--- src/rtl/pulse_capture.sv ---
// -----------------------------------------------------------------------------
// pulse_capture
//
// Measures a pulse train on a single input and reports it in the pulse
// generator's own field encoding: delay, pulse width, pulse count and pulse
// spacing. One capture runs per accepted arm. Results stay on the outputs
// until the next accepted arm.
//
// Ports:
//   clk             in   system clock
//   rst             in   synchronous active-high reset; aborts any capture
//   arm             in   start a capture (accepted only while ready_o = 1)
//   sig_i           in   signal under measurement
//   timeout_i[15:0] in   idle-low limit in cycles that ends a capture
//   delay_o[15:0]   out  cycles from arm to the first rising edge
//   pulse_width_o[7:0]    out  high cycles of the first pulse minus 1
//   num_pulses_o[7:0]     out  rising edges seen, saturating at 255
//   pulse_spacing_o[15:0] out  low cycles of the first gap minus 1
//   ready_o         out  idle; an arm is accepted
//   valid_o         out  one-cycle strobe when results are updated
//   timeout_o       out  the last capture saw no rising edge
//   overflow_o      out  a width, count or spacing value saturated
//
// Build option:
//   PULSE_CAPTURE_SYNC_EN  when defined, sig_i passes through a two-flop
//                          synchroniser ahead of the sample register, so the
//                          input-to-decision latency grows from 2 to 4 cycles.
//                          Required for asynchronous external triggers.
// -----------------------------------------------------------------------------
module pulse_capture (
  input  logic        clk,
  input  logic        rst,
  input  logic        arm,
  input  logic        sig_i,
  input  logic [15:0] timeout_i,
  output logic [15:0] delay_o,
  output logic [7:0]  pulse_width_o,
  output logic [7:0]  num_pulses_o,
  output logic [15:0] pulse_spacing_o,
  output logic        ready_o,
  output logic        valid_o,
  output logic        timeout_o,
  output logic        overflow_o
);

  typedef enum logic [1:0] {
    ST_IDLE = 2'd0,
    ST_WAIT = 2'd1,
    ST_HIGH = 2'd2,
    ST_LOW  = 2'd3
  } state_t;

  state_t      state_r, state_nxt_s;
  logic        samp_in_s;
  logic        s_r, s_d_r;
  logic        rise_s;
  logic [15:0] cnt_r, cnt_nxt_s;
  logic [7:0]  wcnt_r, wcnt_nxt_s;
  logic [15:0] scnt_r, scnt_nxt_s;
  logic [15:0] delay_r, delay_nxt_s;
  logic [7:0]  width_r, width_nxt_s;
  logic [7:0]  num_r, num_nxt_s;
  logic [15:0] spacing_r, spacing_nxt_s;
  logic        ready_r, ready_nxt_s;
  logic        valid_r, valid_nxt_s;
  logic        timeout_r, timeout_nxt_s;
  logic        overflow_r, overflow_nxt_s;

`ifdef PULSE_CAPTURE_SYNC_EN
  logic sync1_r, sync2_r;

  // Two-flop synchroniser for an asynchronous input
  always_ff @(posedge clk) begin
    if (rst) begin
      sync1_r <= 1'b0;
      sync2_r <= 1'b0;
    end else begin
      sync1_r <= sig_i;
      sync2_r <= sync1_r;
    end
  end

  assign samp_in_s = sync2_r;
`else
  assign samp_in_s = sig_i;
`endif

  // Sample register and its one-cycle delayed copy used for edge detection
  always_ff @(posedge clk) begin
    if (rst) begin
      s_r   <= 1'b0;
      s_d_r <= 1'b0;
    end else begin
      s_r   <= samp_in_s;
      s_d_r <= s_r;
    end
  end

  assign rise_s = s_r & ~s_d_r;

  // State register
  always_ff @(posedge clk) begin
    if (rst) begin
      state_r <= ST_IDLE;
    end else begin
      state_r <= state_nxt_s;
    end
  end

  // Next-state and next-result logic; every register holds unless changed
  always_comb begin
    state_nxt_s    = state_r;
    cnt_nxt_s      = cnt_r;
    wcnt_nxt_s     = wcnt_r;
    scnt_nxt_s     = scnt_r;
    delay_nxt_s    = delay_r;
    width_nxt_s    = width_r;
    num_nxt_s      = num_r;
    spacing_nxt_s  = spacing_r;
    ready_nxt_s    = ready_r;
    valid_nxt_s    = 1'b0;
    timeout_nxt_s  = timeout_r;
    overflow_nxt_s = overflow_r;

    case (state_r)
      ST_IDLE: begin
        if (arm) begin
          delay_nxt_s    = 16'd0;
          width_nxt_s    = 8'd0;
          num_nxt_s      = 8'd0;
          spacing_nxt_s  = 16'd0;
          timeout_nxt_s  = 1'b0;
          overflow_nxt_s = 1'b0;
          cnt_nxt_s      = 16'd0;
          ready_nxt_s    = 1'b0;
          state_nxt_s    = ST_WAIT;
        end else begin
          ready_nxt_s    = 1'b1;
        end
      end

      // A level that was already high at arm is not a pulse: only a true
      // low-to-high transition of the sample starts the measurement.
      ST_WAIT: begin
        if (rise_s) begin
          delay_nxt_s   = cnt_r;
          num_nxt_s     = 8'd1;
          wcnt_nxt_s    = 8'd0;
          state_nxt_s   = ST_HIGH;
        end else if (cnt_r == timeout_i) begin
          timeout_nxt_s = 1'b1;
          delay_nxt_s   = 16'd0;
          valid_nxt_s   = 1'b1;
          ready_nxt_s   = 1'b1;
          state_nxt_s   = ST_IDLE;
        end else begin
          cnt_nxt_s     = cnt_r + 16'd1;
        end
      end

      // No timeout here: a stuck-high input is only left through rst.
      ST_HIGH: begin
        if (s_r) begin
          if (wcnt_r == 8'hFF) begin
            overflow_nxt_s = 1'b1;
          end else begin
            wcnt_nxt_s     = wcnt_r + 8'd1;
          end
        end else begin
          // num_r is still 1 only while the first pulse is being measured
          if (num_r == 8'd1) begin
            width_nxt_s = wcnt_r;
          end else begin
            width_nxt_s = width_r;
          end
          scnt_nxt_s  = 16'd0;
          state_nxt_s = ST_LOW;
        end
      end

      ST_LOW: begin
        if (s_r) begin
          if (num_r == 8'd1) begin
            spacing_nxt_s = scnt_r;
          end else begin
            spacing_nxt_s = spacing_r;
          end
          if (num_r == 8'hFF) begin
            overflow_nxt_s = 1'b1;
          end else begin
            num_nxt_s      = num_r + 8'd1;
          end
          wcnt_nxt_s  = 8'd0;
          state_nxt_s = ST_HIGH;
        end else if (scnt_r == timeout_i) begin
          valid_nxt_s = 1'b1;
          ready_nxt_s = 1'b1;
          state_nxt_s = ST_IDLE;
        end else begin
          if (scnt_r == 16'hFFFF) begin
            overflow_nxt_s = 1'b1;
          end else begin
            scnt_nxt_s     = scnt_r + 16'd1;
          end
        end
      end

      default: begin
        ready_nxt_s = 1'b1;
        state_nxt_s = ST_IDLE;
      end
    endcase
  end

  // Counters, result and flag registers
  always_ff @(posedge clk) begin
    if (rst) begin
      cnt_r      <= 16'd0;
      wcnt_r     <= 8'd0;
      scnt_r     <= 16'd0;
      delay_r    <= 16'd0;
      width_r    <= 8'd0;
      num_r      <= 8'd0;
      spacing_r  <= 16'd0;
      ready_r    <= 1'b1;
      valid_r    <= 1'b0;
      timeout_r  <= 1'b0;
      overflow_r <= 1'b0;
    end else begin
      cnt_r      <= cnt_nxt_s;
      wcnt_r     <= wcnt_nxt_s;
      scnt_r     <= scnt_nxt_s;
      delay_r    <= delay_nxt_s;
      width_r    <= width_nxt_s;
      num_r      <= num_nxt_s;
      spacing_r  <= spacing_nxt_s;
      ready_r    <= ready_nxt_s;
      valid_r    <= valid_nxt_s;
      timeout_r  <= timeout_nxt_s;
      overflow_r <= overflow_nxt_s;
    end
  end

  assign delay_o         = delay_r;
  assign pulse_width_o   = width_r;
  assign num_pulses_o    = num_r;
  assign pulse_spacing_o = spacing_r;
  assign ready_o         = ready_r;
  assign valid_o         = valid_r;
  assign timeout_o       = timeout_r;
  assign overflow_o      = overflow_r;

endmodule

--- config.mk ---
export PLATFORM = sky130hd
export DESIGN_NAME = pulse_capture
export DESIGN_NICKNAME = d
export VERILOG_FILES = /design/src/rtl/pulse_capture.sv
export SDC_FILE = /design/constraint.sdc
export NUM_CORES = 1
export LEC_CHECK = 0
export ABC_AREA = 1
export BUFFER_PORTS_ARGS = -buffer_cell sky130_fd_sc_hd__buf_4
export CORE_UTILIZATION = 50
export CTS_CLUSTER_DIAMETER = 200
export DETAILED_ROUTE_END_ITERATION = 10
export PLACE_DENSITY_LB_ADDON = 0.08
export SETUP_SLACK_MARGIN = 0.4
export SYNTH_ARGS = -nofsm -noshare
export SYNTH_HDL_FRONTEND = slang
export SYNTH_SLANG_ARGS = --single-unit
export TNS_END_PERCENT = 30
--- constraint.sdc ---
create_clock -name clk -period 1.6 [get_ports clk]
set_input_delay 0.32 -clock clk [delete_from_list [all_inputs] [get_ports clk]]
set_output_delay 0.32 -clock clk [all_outputs]
set_load 0.02 [all_outputs]
==> Flow_metrics.wiki, run 1 <==
{| class="wikitable"
! Metric !! Value
|-
| Run status || complete, but fails checks
|-
| Violations in the final reports || setup timing
|-
| Grt total ovfl || 0
|-
| Setup repair after global routing missed its margin || yes
|-
| Cell Area, Placed || 6892 um^2
|-
| Seq/Total Area, Yosys || 0.3585
|-
| Avg Cell Area, Syn || 6.390 um^2
|-
| Netlist cell types || 33
|-
| Area growth, synth to finish || 46.91%
|-
| Post-CTS clock slew at the launch and capture registers of the worst setup and hold paths || 100 ps
|-
| Final hold violation count || 0
|-
| Share of the clock period used by the worst path || 1.068
|-
| Final Skew || 12.62 ps
|-
| Final-report setup violation count || 45
|-
| Critical path startpoint category || flip-flop
|-
| Diode count || 0
|-
| Ranking of synthesized cells by instance count || 252 x nand2_1, 107 x nor2_1, 96 x dfxtp_1
|-
| Min Clock Period, post-route || 1708 ps
|-
| Static leakage || 3.338 nW
|-
| Area of the die || 11,140 um^2
|-
| Maxcap violations || 0
|-
| Count of cells along the worst register-to-register path || 10
|-
| Endpoint of the lowest-slack register-to-register path || wcnt_r[3]
|-
| Power per cell area || 741.5 nW/um^2
|-
| Post-detailed-route count of antenna-violating nets || 0
|-
| Floorplan core area || 10,370 um^2
|-
| Most area-consuming cells after synthesis || dfxtp_1 36%, nand2_1 18%, a21oi_1 8.3%
|-
| Vias in the first global route || 5,735
|-
| Half-perimeter wire length after placement || 11.79 mm
|-
| CTS sink cnt || 96
|-
| Register-to-register setup slack || -110 ps
|-
| Maximum fanout along the worst path || 6
|-
| Clock latency on the worst-skew pair || 370 ps
|-
| Via count of the routed design || 6,111
|-
| Ratio of cells with drive above 1 in the final layout || 0.3980
|-
| Number of primary I/O pins || 72
|-
| Cell type with the largest total area after synthesis || dfxtp_1
|-
| Row count || 37
|-
| Number of antenna violations at the first check in global routing || 0
|-
| Final instance area || 7876 um^2
|-
| Synthesized area || 5361 um^2
|-
| Flop and latch count out of synthesis || 96
|-
| Instance count after placement with tap cells included || 1,120
|-
| Number of buffers inserted during clock tree synthesis || 9
|-
| X dimension of the die || 105.6 um
|-
| Routed via count divided by cell count || 5.309
|-
| Syn_nets || 868
|-
| Final Non-Filler Cells || 1,151
|-
| Area share of the largest cell type after synthesis || 0.3585
|-
| GR Util All Layers || 0.2966
|-
| Req. time, crit path || 1870 ps
|-
| RePlAce Congestion || 0.9192
|-
| Share of flip-flops with an asynchronous set or reset after synthesis || 0
|-
| Height of the die || 105.6 um
|-
| First-pass GRT wire length || 26.53 mm
|-
| Port bufs || 71
|-
| Source of the worst hold timing path || sig_i
|-
| Post-synth EDFFs || 0
|-
| Cell with the most instances after synthesis || nand2_1
|-
| Overall routed net length || 16.89 mm
|-
| Critical path type || flip-flop to flip-flop
|-
| Fillcell total || 779
|-
| Data arrival at the endpoint of the critical path || 1980 ps
|-
| Post-layout total power || 5.840 mW
|-
| Starting utilization of the core area || 0.5170
|-
| Pin count of the biggest net entering global routing || 53
|-
| Slew of the pin with the lowest slew margin || 478.0 ps
|-
| Headroom to the max-slew limit || 0.6810
|-
| Reg-to-reg critical path startpoint || state_r[0]
|-
| Residual DRC || 0
|-
| Number of instances in the synthesized netlist || 839
|-
| Fin Setup TNS || -1959 ps
|-
| Kind of end point of the critical path || flip-flop
|-
| Clock root cell || clkbuf_8
|-
| Worst setup slack after layout || -108.2 ps
|-
| Max Clk Rate || 585.4 MHz
|-
| Number of cells on the worst hold path || 3
|-
| Storage cell area || 2011 um^2
|-
| # nets final || 1,039
|-
| Clock tree from TritonCTS || built
|-
| Class of the worst hold path || primary input to flip-flop
|-
| Hold Crit Endpoint || s_r
|-
| Flip-flop cell with the highest count after synthesis || dfxtp_1
|-
| Peak VDD IR || 0.5179 mV
|-
| Yosys Warn Count || 0
|-
| Total area of multi-input combinational cells || 3501 um^2
|-
| First-pass DRT Iterations || 5
|-
| Maximum count of clock buffers along a single path || 2
|-
| Routed length per instance || 14.68 um
|-
| CTS HTree Levels || 3
|-
| Max Transition Viols Final || 0
|-
| First-iteration detailed-routing DRC count || 390
|}
## metal layers
layer	vias up	GRT usage	routed length, um
li1	3000	-	-
met5	-	0	0
met1	2851	0.3849	7276
met4	0	0.1230	445
met2	219	0.4995	8296
met3	41	0.03525	873
## worst max-delay path by stage
stage	slack, ps	from	endpoint
2_1_floorplan	-60	state_r[0]	wcnt_r[4]
3_3_place_gp	-160	scnt_r[2]	state_r[0]
3_5_place_dp	-240	scnt_r[2]	state_r[0]
4_1_cts	-80	scnt_r[0]	scnt_r[13]
5_1_grt	-210	state_r[0]	wcnt_r[3]
6_report	-110	state_r[0]	wcnt_r[3]
## state kept, by name, indices dropped and copies added (netlist names)
register         flops
cnt_r               16
delay_o             16
num_pulses_o         8
overflow_o           1
pulse_spacing_o     16
pulse_width_o        8
ready_o              1
s_d_r                1
s_r                  1
scnt_r              16
state_r              2
timeout_o            1
valid_o              1
wcnt_r               8
## cell families after synthesis
kind of cell / Yosys count / share of synthesized area
AND/OR/NAND/NOR: 468 / 0.3657
buffers and inverters: 120 / 0.09358
AO/OA/AOI/OAI: 115 / 0.1106
flip-flops: 96 / 0.3585
XOR/XNOR: 31 / 0.05064
adder cells (fa/ha/maj): 9 / 0.02100
## timing repair
item | 4_1_cts | 5_1_grt
gates cloned | 1 | 1
gates resized for setup | 96 | 112
hold buffers | 0 | 0
pin swaps | 43 | 49
buffers inserted | 3 | 10
setup endpoints to repair | 111 | 131
## worst max-delay path, cell delays in order, from the launching register on
cell,delay [ps]
dfxtp_4,400
inv_4,50
ha_4,180
o21ai_2,120
nand2_2,90
buf_4,150
nor2_4,130
nor2_4,70
nor2_4,170
nand2_1,80
nor3b_2,150
## layout make-up
type,instances,area share
tap,136,0.02160
sequential,96,0.2553
inverter,77,0.03828
multi-input combinational,624,0.4445
clock buffer,12,0.01970
timing repair buffer,202,0.2110
clock inverter,4,0.009690
## power by group
| part | switching, mW | internal [mW] | total, mW |
|---|---|---|---|
| Clock | 0.907 | 0.971 | 1.88 |
| Combinational | 0.844 | 0.612 | 1.46 |
| Sequential | 0.0608 | 2.45 | 2.51 |
| Total | 1.81 | 4.03 | 5.84 |
## per-stage QoR
step	hold WS, ps	setup slack [ps]	utilization
2_1_floorplan	427.0	-57.68	-
3_3_place_gp	449.7	-163.4	0.6646
3_5_place_dp	452.6	-236.4	0.6646
4_1_cts	141.8	-78.06	0.7180
5_1_grt	186.7	-205.9	0.7595
6_report	162.0	-108.2	0.7595
## placed cells by master (no fill, tap or decap), drive strengths merged
cell      instances
ha                9
xor2             27
nand2           257
and3b             2
o211ai            1
clkinv            2
o21ai            19
nor3b             4
dfxtp            96
xnor2             4
a31oi             2
bufinv            2
buf             202
inv              76
nand4             9
clkinvlp          1
a211oi            2
clkbuf           12
nand3            70
nor3             16
nor4              1
nor2            109
a21oi            91
or2               1
Power figures use the tool's default switching activity.
==> inputs of run 2 (changes only) <==
==> constraint.sdc (replaced) <==
create_clock -name clk -period 2 [get_ports clk]
set_input_delay 0.4 -clock clk [delete_from_list [all_inputs] [get_ports clk]]
set_output_delay 0.4 -clock clk [all_outputs]
set_load 0.02 [all_outputs]
==> run 2 against run 1 <==
Register-to-register slack improved by 400 ps. Global-route usage decreased by 0.42 points. Fmax is 0.27% higher. Non-clock buffer count fell by 56. The flow now finishes without violations. Largest cell class unchanged.
==> Flow_metrics.wiki, run 2 (same netlist as run 1, synthesis figures left out) <==
{| class="wikitable"
! Metric !! Value
|-
| Run status || completed (was complete, but fails checks)
|-
| Max Clk Rate || 587.0 MHz (was 585.4 MHz)
|-
| Critical path startpoint category || flip-flop (unchanged)
|-
| Clock tree from TritonCTS || built (unchanged)
|-
| GR Util All Layers || 0.2925 (was 0.2966)
|-
| Fin Setup TNS || 0 ps (was -1959 ps)
|-
| CTS sink cnt || 96 (unchanged)
|-
| Headroom to the max-slew limit || 0.6343 (was 0.6810)
|-
| Final-report setup violation count || 0 (was 45)
|-
| Area growth, synth to finish || 36.45% (was 46.91%)
|-
| Via count of the routed design || 5,849 (was 6,111)
|-
| Routed via count divided by cell count || 5.332 (was 5.309)
|-
| Diode count || 0 (unchanged)
|-
| Setup repair after global routing missed its margin || yes (unchanged)
|-
| Commonest cells after routing, fill and taps aside || 226 x nand2_1, 132 x buf_4, 84 x a21oi_1 (was 224 x nand2_1, 184 x buf_4, 78 x a21oi_1)
|-
| Slew of the pin with the lowest slew margin || 547.9 ps (was 478.0 ps)
|-
| Static leakage || 2.964 nW (was 3.338 nW)
|-
| Height of the die || 105.6 um (unchanged)
|-
| Peak VDD IR || 0.6000 mV (was 0.5179 mV)
|-
| X dimension of the die || 105.6 um (unchanged)
|-
| Half-perimeter wire length after placement || 11.07 mm (was 11.79 mm)
|-
| Overall routed net length || 16.74 mm (was 16.89 mm)
|-
| Critical Path Slowest Stage Cell || dfxtp_4 (unchanged)
|-
| Total of hold buffers inserted after clock tree synthesis || 0 (unchanged)
|-
| Max Transition Viols Final || 0 (unchanged)
|-
| Area of the die || 11,140 um^2 (unchanged)
|-
| Data arrival at the endpoint of the critical path || 1950 ps (was 1980 ps)
|-
| CTS HTree Levels || 3 (unchanged)
|-
| Maximum count of clock buffers along a single path || 2 (unchanged)
|-
| Worst setup slack after layout || 296.5 ps (was -108.2 ps)
|-
| Number of antenna violations at the first check in global routing || 0 (unchanged)
|-
| Routed length per instance || 15.26 um (was 14.68 um)
|-
| Final Skew || 7.908 ps (was 12.62 ps)
|-
| Row count || 37 (unchanged)
|-
| Min Clock Period, post-route || 1704 ps (was 1708 ps)
|-
| Most common cell after layout, fill and taps aside || nand2_1 (unchanged)
|-
| Cell-by-cell listing of the critical path || buf_6 -> nand2_2 -> nand2_2 -> nor2_2 -> nand2_1 -> nor2_4 -> nand2_2 -> nand3_1 -> nand2_2 -> clkbuf_16 -> nand3_1 -> a21oi_1 (was inv_4 -> ha_4 -> o21ai_2 -> nand2_2 -> buf_4 -> nor2_4 -> nor2_4 -> nor2_4 -> nand2_1 -> nor3b_2)
|-
| Share of the clock period used by the worst path || 0.8518 (was 1.068)
|-
| Residual DRC || 0 (unchanged)
|-
| Port bufs || 71 (unchanged)
|-
| Number of buffers inserted during clock tree synthesis || 9 (unchanged)
|-
| Vias in the first global route || 5,211 (was 5,735)
|-
| First-pass GRT wire length || 25.61 mm (was 26.53 mm)
|-
| First-iteration detailed-routing DRC count || 335 (was 390)
|-
| # nets final || 986 (was 1,039)
|-
| Kind of end point of the critical path || flip-flop (unchanged)
|-
| Starting utilization of the core area || 0.5170 (unchanged)
|-
| Floorplan core area || 10,370 um^2 (unchanged)
|-
| Util after Layout || 0.7055 (was 0.7595)
|-
| Pin count of the biggest net entering global routing || 41 (was 53)
|-
| Maximum fanout along the worst path || 6 (unchanged)
|-
| Grt total ovfl || 0 (unchanged)
|-
| Power per cell area || 603.5 nW/um^2 (was 741.5 nW/um^2)
|-
| Post-CTS clock slew at the launch and capture registers of the worst setup and hold paths || 90 ps (was 100 ps)
|-
| Req. time, crit path || 2250 ps (was 1870 ps)
|-
| First-pass DRT Iterations || 5 (unchanged)
|-
| Pre-CTS setup slack || 11.94 ps (was -236.4 ps)
|-
| Final hold violation count || 0 (unchanged)
|-
| Class of the worst hold path || primary input to flip-flop (unchanged)
|-
| Clock root cell || clkbuf_8 (unchanged)
|-
| Delay of the slowest cell on the worst path || 370 ps (was 400 ps)
|-
| CP Buf/Inv Count || 2 (unchanged)
|-
| Worst path top cell family by delay || simple AND/OR/NAND/NOR gates (unchanged)
|-
| Post-detailed-route count of antenna-violating nets || 0 (unchanged)
|-
| Critical path type || flip-flop to flip-flop (unchanged)
|-
| Clock latency on the worst-skew pair || 380 ps (was 370 ps)
|-
| Top cell by count, worst path || nand2_2 (was nor2_4)
|-
| RePlAce Congestion || 0.8832 (was 0.9192)
|-
| Ratio of cells with drive above 1 in the final layout || 0.3049 (was 0.3980)
|-
| Maxcap violations || 0 (unchanged)
|-
| Number of primary I/O pins || 72 (unchanged)
|}
[run 2: changes by cell type in the layout (fill, tap and decap cells not counted), sizes merged]
cell | before | now
bufinv | 2 | 1
nand2 | 257 | 259
nand3 | 70 | 71
clkinvlp | 1 | 3
buf | 202 | 144
[run 2: through the flow]
step	instances	area [um^2]	power [mW]	hold slack (ps)
3_5_place_dp	1045	6242	2.837	458.0
6_report	1097	7316	4.415	238.9
4_1_cts	1083	6912	4.332	231.8
3_3_place_gp	1045	6242	2.824	448.3
2_1_floorplan	839	5416	2.590	472.6
5_1_grt	1097	7316	4.599	243.0
[run 2: final timing paths]
path,start,endpoint,slack (ps),depth (start not counted)
worst max-delay path,scnt_r[0],scnt_r[11],300,12
worst max register to register,scnt_r[0],scnt_r[11],300,12
worst min register to register,pulse_width_o[4],pulse_width_o[4],460,2
worst min-delay path,sig_i,s_r,240,3
[run 2: power by group]
part | leakage (nW) | internal [mW] | switching (mW)
combinational | 2.08 | 0.418 | 0.695
clock | 0.0904 | 0.603 | 0.695
sequential | 0.793 | 1.95 | 0.0536
total | 2.96 | 2.97 | 1.44
[run 2: what timing repair did]
| action | CTS | global route |
|---|---|---|
| gates cloned | 4 | 2 |
| endpoints found under the hold margin | 0 | 0 |
| pin swaps | 26 | 18 |
| endpoints found under the setup margin | 91 | 93 |
| setup buffers | 19 | 12 |
| gates resized for setup | 85 | 83 |
[run 2: routing by layer]
| metal | vias up | global-route usage | share of wire |
|---|---|---|---|
| li1 | 2921 | - | - |
| met2 | 203 | 0.4878 | 0.47 |
| met4 | 0 | 0.1091 | 0.022 |
| met5 | - | 0 | 0 |
| met3 | 30 | 0.04020 | 0.062 |
| met1 | 2695 | 0.3846 | 0.45 |
[run 2: worst min-delay path, delay by kind of cell]
family / cells / cell delay (ps)
buffers and inverters: 2 / 110
and+or+nand+nor: 1 / 70
[run 2: area by class of cell]
type | instances | area [um^2]
Inverter | 77 | 314.1
Sequential cell | 96 | 1987
Clock buffer | 10 | 137.6
Fill cell | 914 | 3054
Multi-Input combinational cell | 627 | 3431
Clock inverter | 5 | 57.56
Tap cell | 136 | 170.2
Timing Repair Buffer | 146 | 1219
==> inputs of run 3 (changes only) <==
--- a/config.mk
+++ b/config.mk
@@ -7,7 +7,7 @@
 export LEC_CHECK = 0
 export ABC_AREA = 1
 export BUFFER_PORTS_ARGS = -buffer_cell sky130_fd_sc_hd__buf_4
-export CORE_UTILIZATION = 50
+export CORE_UTILIZATION = 45
 export CTS_CLUSTER_DIAMETER = 200
 export DETAILED_ROUTE_END_ITERATION = 10
 export PLACE_DENSITY_LB_ADDON = 0.08
==> run 3 against run 2 <==
The run now ends with DRC left. Hold slack gained 30 ps. Via count fell by 0.84%. Sequential power barely moved. Highest routed layer unchanged.
==> Flow_metrics.wiki, run 3 (same netlist as run 1, synthesis figures left out) <==
{| class="wikitable"
! Metric !! Value
|-
| First-pass GRT wire length || 26.22 mm (was 25.61 mm)
|-
| Max Transition Viols Final || 0 (unchanged)
|-
| Commonest cells after routing, fill and taps aside || 225 x nand2_1, 126 x buf_4, 87 x nor2_1 (was 226 x nand2_1, 132 x buf_4, 84 x a21oi_1)
|-
| Setup repair after global routing missed its margin || yes (unchanged)
|-
| Number of antenna violations at the first check in global routing || 0 (unchanged)
|-
| Most common cell after layout, fill and taps aside || nand2_1 (unchanged)
|-
| Fin Setup TNS || 0 ps (unchanged)
|-
| Clock root cell || clkbuf_16 (was clkbuf_8)
|-
| Maximum fanout along the worst path || 5 (was 6)
|-
| Final Skew || 9.564 ps (was 7.908 ps)
|-
| Clock tree from TritonCTS || built (unchanged)
|-
| Slew of the pin with the lowest slew margin || 437.5 ps (was 547.9 ps)
|-
| CTS sink cnt || 96 (unchanged)
|-
| Power per cell area || 664.4 nW/um^2 (was 603.5 nW/um^2)
|-
| Headroom to the max-slew limit || 0.7083 (was 0.6343)
|-
| Count of cells along the worst register-to-register path || 11 (was 12)
|-
| Ratio of cells with drive above 1 in the final layout || 0.2955 (was 0.3049)
|-
| Area growth, synth to finish || 38.88% (was 36.45%)
|-
| Cell-by-cell listing of the critical path || ha_4 -> inv_1 -> nor2_2 -> nand2_1 -> nor2_2 -> a21oi_1 -> nand4_1 -> buf_6 -> clkbuf_16 -> nand2_2 -> a21oi_1 (was buf_6 -> nand2_2 -> nand2_2 -> nor2_2 -> nand2_1 -> nor2_4 -> nand2_2 -> nand3_1 -> nand2_2 -> clkbuf_16 -> nand3_1 -> a21oi_1)
|-
| Vias in the first global route || 5,417 (was 5,211)
|-
| # nets final || 985 (was 986)
|-
| Final hold violation count || 0 (unchanged)
|-
| RePlAce Congestion || 0.9242 (was 0.8832)
|-
| Worst setup path end || scnt_r[2] (was scnt_r[11])
|-
| Via count of the routed design || 5,800 (was 5,849)
|-
| Post-detailed-route count of antenna-violating nets || 0 (unchanged)
|-
| Maximum count of clock buffers along a single path || 2 (unchanged)
|-
| Number of primary I/O pins || 72 (unchanged)
|-
| Routed via count divided by cell count || 5.254 (was 5.332)
|-
| First-pass DRT Iterations || 10 (was 5)
|-
| Area of the die || 12,350 um^2 (was 11,140 um^2)
|-
| Register-to-register setup slack || 250 ps (was 300 ps)
|-
| Critical Path Slowest Stage Cell || dfxtp_4 (unchanged)
|-
| Static leakage || 3.030 nW (was 2.964 nW)
|-
| Peak VDD IR || 0.4428 mV (was 0.6000 mV)
|-
| Final-report setup violation count || 0 (unchanged)
|-
| Min Clock Period, post-route || 1753 ps (was 1704 ps)
|-
| Starting utilization of the core area || 0.4656 (was 0.5170)
|-
| Pin count of the biggest net entering global routing || 27 (was 41)
|-
| Reg-to-reg critical path startpoint || scnt_r[0] (unchanged)
|-
| Number of buffers inserted during clock tree synthesis || 9 (unchanged)
|-
| Residual DRC || 10 (was 0)
|-
| Max Clk Rate || 570.4 MHz (was 587.0 MHz)
|-
| Endpoint of the lowest-slack register-to-register path || scnt_r[2] (was scnt_r[11])
|-
| Number of cells on the worst hold path || 3 (unchanged)
|-
| CTS HTree Levels || 3 (unchanged)
|-
| Delay of the slowest cell on the worst path || 370 ps (about the same)
|-
| Port bufs || 71 (unchanged)
|-
| GR Util All Layers || 0.2642 (was 0.2925)
|-
| Routed length per instance || 15.27 um (was 15.26 um)
|-
| Overall routed net length || 16.86 mm (was 16.74 mm)
|-
| Class of the worst hold path || primary input to flip-flop (unchanged)
|-
| Data arrival at the endpoint of the critical path || 2030 ps (was 1950 ps)
|-
| Diode count || 0 (unchanged)
|-
| First-iteration detailed-routing DRC count || 343 (was 335)
|-
| Post-CTS clock slew at the launch and capture registers of the worst setup and hold paths || 70 ps (was 90 ps)
|-
| Post-layout total power || 4.947 mW (was 4.415 mW)
|-
| Height of the die || 111.2 um (was 105.6 um)
|-
| X dimension of the die || 111.2 um (was 105.6 um)
|-
| Critical path startpoint category || flip-flop (unchanged)
|-
| Setup crit start || scnt_r[0] (unchanged)
|-
| Run status || complete, but fails checks (was completed)
|-
| Share of the clock period used by the worst path || 0.8766 (was 0.8518)
|-
| Violations in the final reports || DRC
|-
| Maxcap violations || 0 (unchanged)
|-
| Critical path type || flip-flop to flip-flop (unchanged)
|-
| Clock latency on the worst-skew pair || 360 ps (was 380 ps)
|-
| Kind of end point of the critical path || flip-flop (unchanged)
|-
| Grt total ovfl || 0 (unchanged)
|-
| Row count || 39 (was 37)
|-
| Half-perimeter wire length after placement || 11.41 mm (was 11.07 mm)
|-
| Floorplan core area || 11,520 um^2 (was 10,370 um^2)
|-
| Req. time, crit path || 2280 ps (was 2250 ps)
|}
run 3: layout make-up:
type	count	area (um^2)
fill	1046	4070
multi-input combinational	627	3455
sequential	96	1966
timing repair buffer	142	1221
inverter	77	301.5
clock buffer	10	239.0
tap	143	178.9
clock inverter	6	66.31
timing repair inverter	3	18.77
run 3: per-layer routing:
layer | GRT usage | share of wire | up-vias
met1 | 0.3449 | 0.44 | 2662
met2 | 0.4428 | 0.47 | 191
met4 | 0.09099 | 0.020 | 0
met3 | 0.04155 | 0.066 | 29
li1 | - | - | 2918
met5 | 0 | 0 | -
run 3: through the flow:
| step | utilization | instances | setup slack, ps | hold slack, ps | area [um^2] |
|---|---|---|---|---|---|
| finish | 0.6466 | 1104 | 246.9 | 269.0 | 7446 |
| global route | 0.6466 | 1104 | 167.0 | 280.5 | 7446 |
| CTS | 0.6010 | 1084 | 301.8 | 263.2 | 6922 |
| detailed placement | 0.5461 | 1057 | 1.655 | 456.7 | 6289 |
| global placement | 0.5461 | 1057 | 88.10 | 450.4 | 6289 |
| floorplan | - | 839 | 342.3 | 472.6 | 5416 |
run 3: power by group:
part	internal, mW	switching [mW]	leakage (nW)
clock network	1.01	0.780	0.146
registers	1.96	0.0563	0.788
logic	0.433	0.710	2.10
run 3: worst min path at each step:
stage	slack [ps]	from	endpoint
finish	270	sig_i	s_r
global placement	450	delay_o[14]	delay_o[14]
floorplan	470	wcnt_r[1]	pulse_width_o[1]
global route	280	sig_i	s_r
detailed placement	460	pulse_width_o[6]	pulse_width_o[6]
CTS	260	sig_i	s_r
run 3: critical path: cells and delay by family, from the launching register on:
| family | cells | cell delay, ps |
|---|---|---|
| AO/OA/AOI/OAI | 2 | 220 |
| AND/OR/NAND/NOR | 5 | 560 |
| buffers and inverters | 3 | 370 |
| flip-flops | 1 | 370 |
| adder cells (fa/ha/maj) | 1 | 150 |
run 3: timing repair:
action	4_1_cts	5_1_grt
buffers inserted	8	12
pin swaps	17	43
gates resized for setup	62	93
gates cloned	3	8
hold buffers	0	0
setup endpoints to repair	90	94
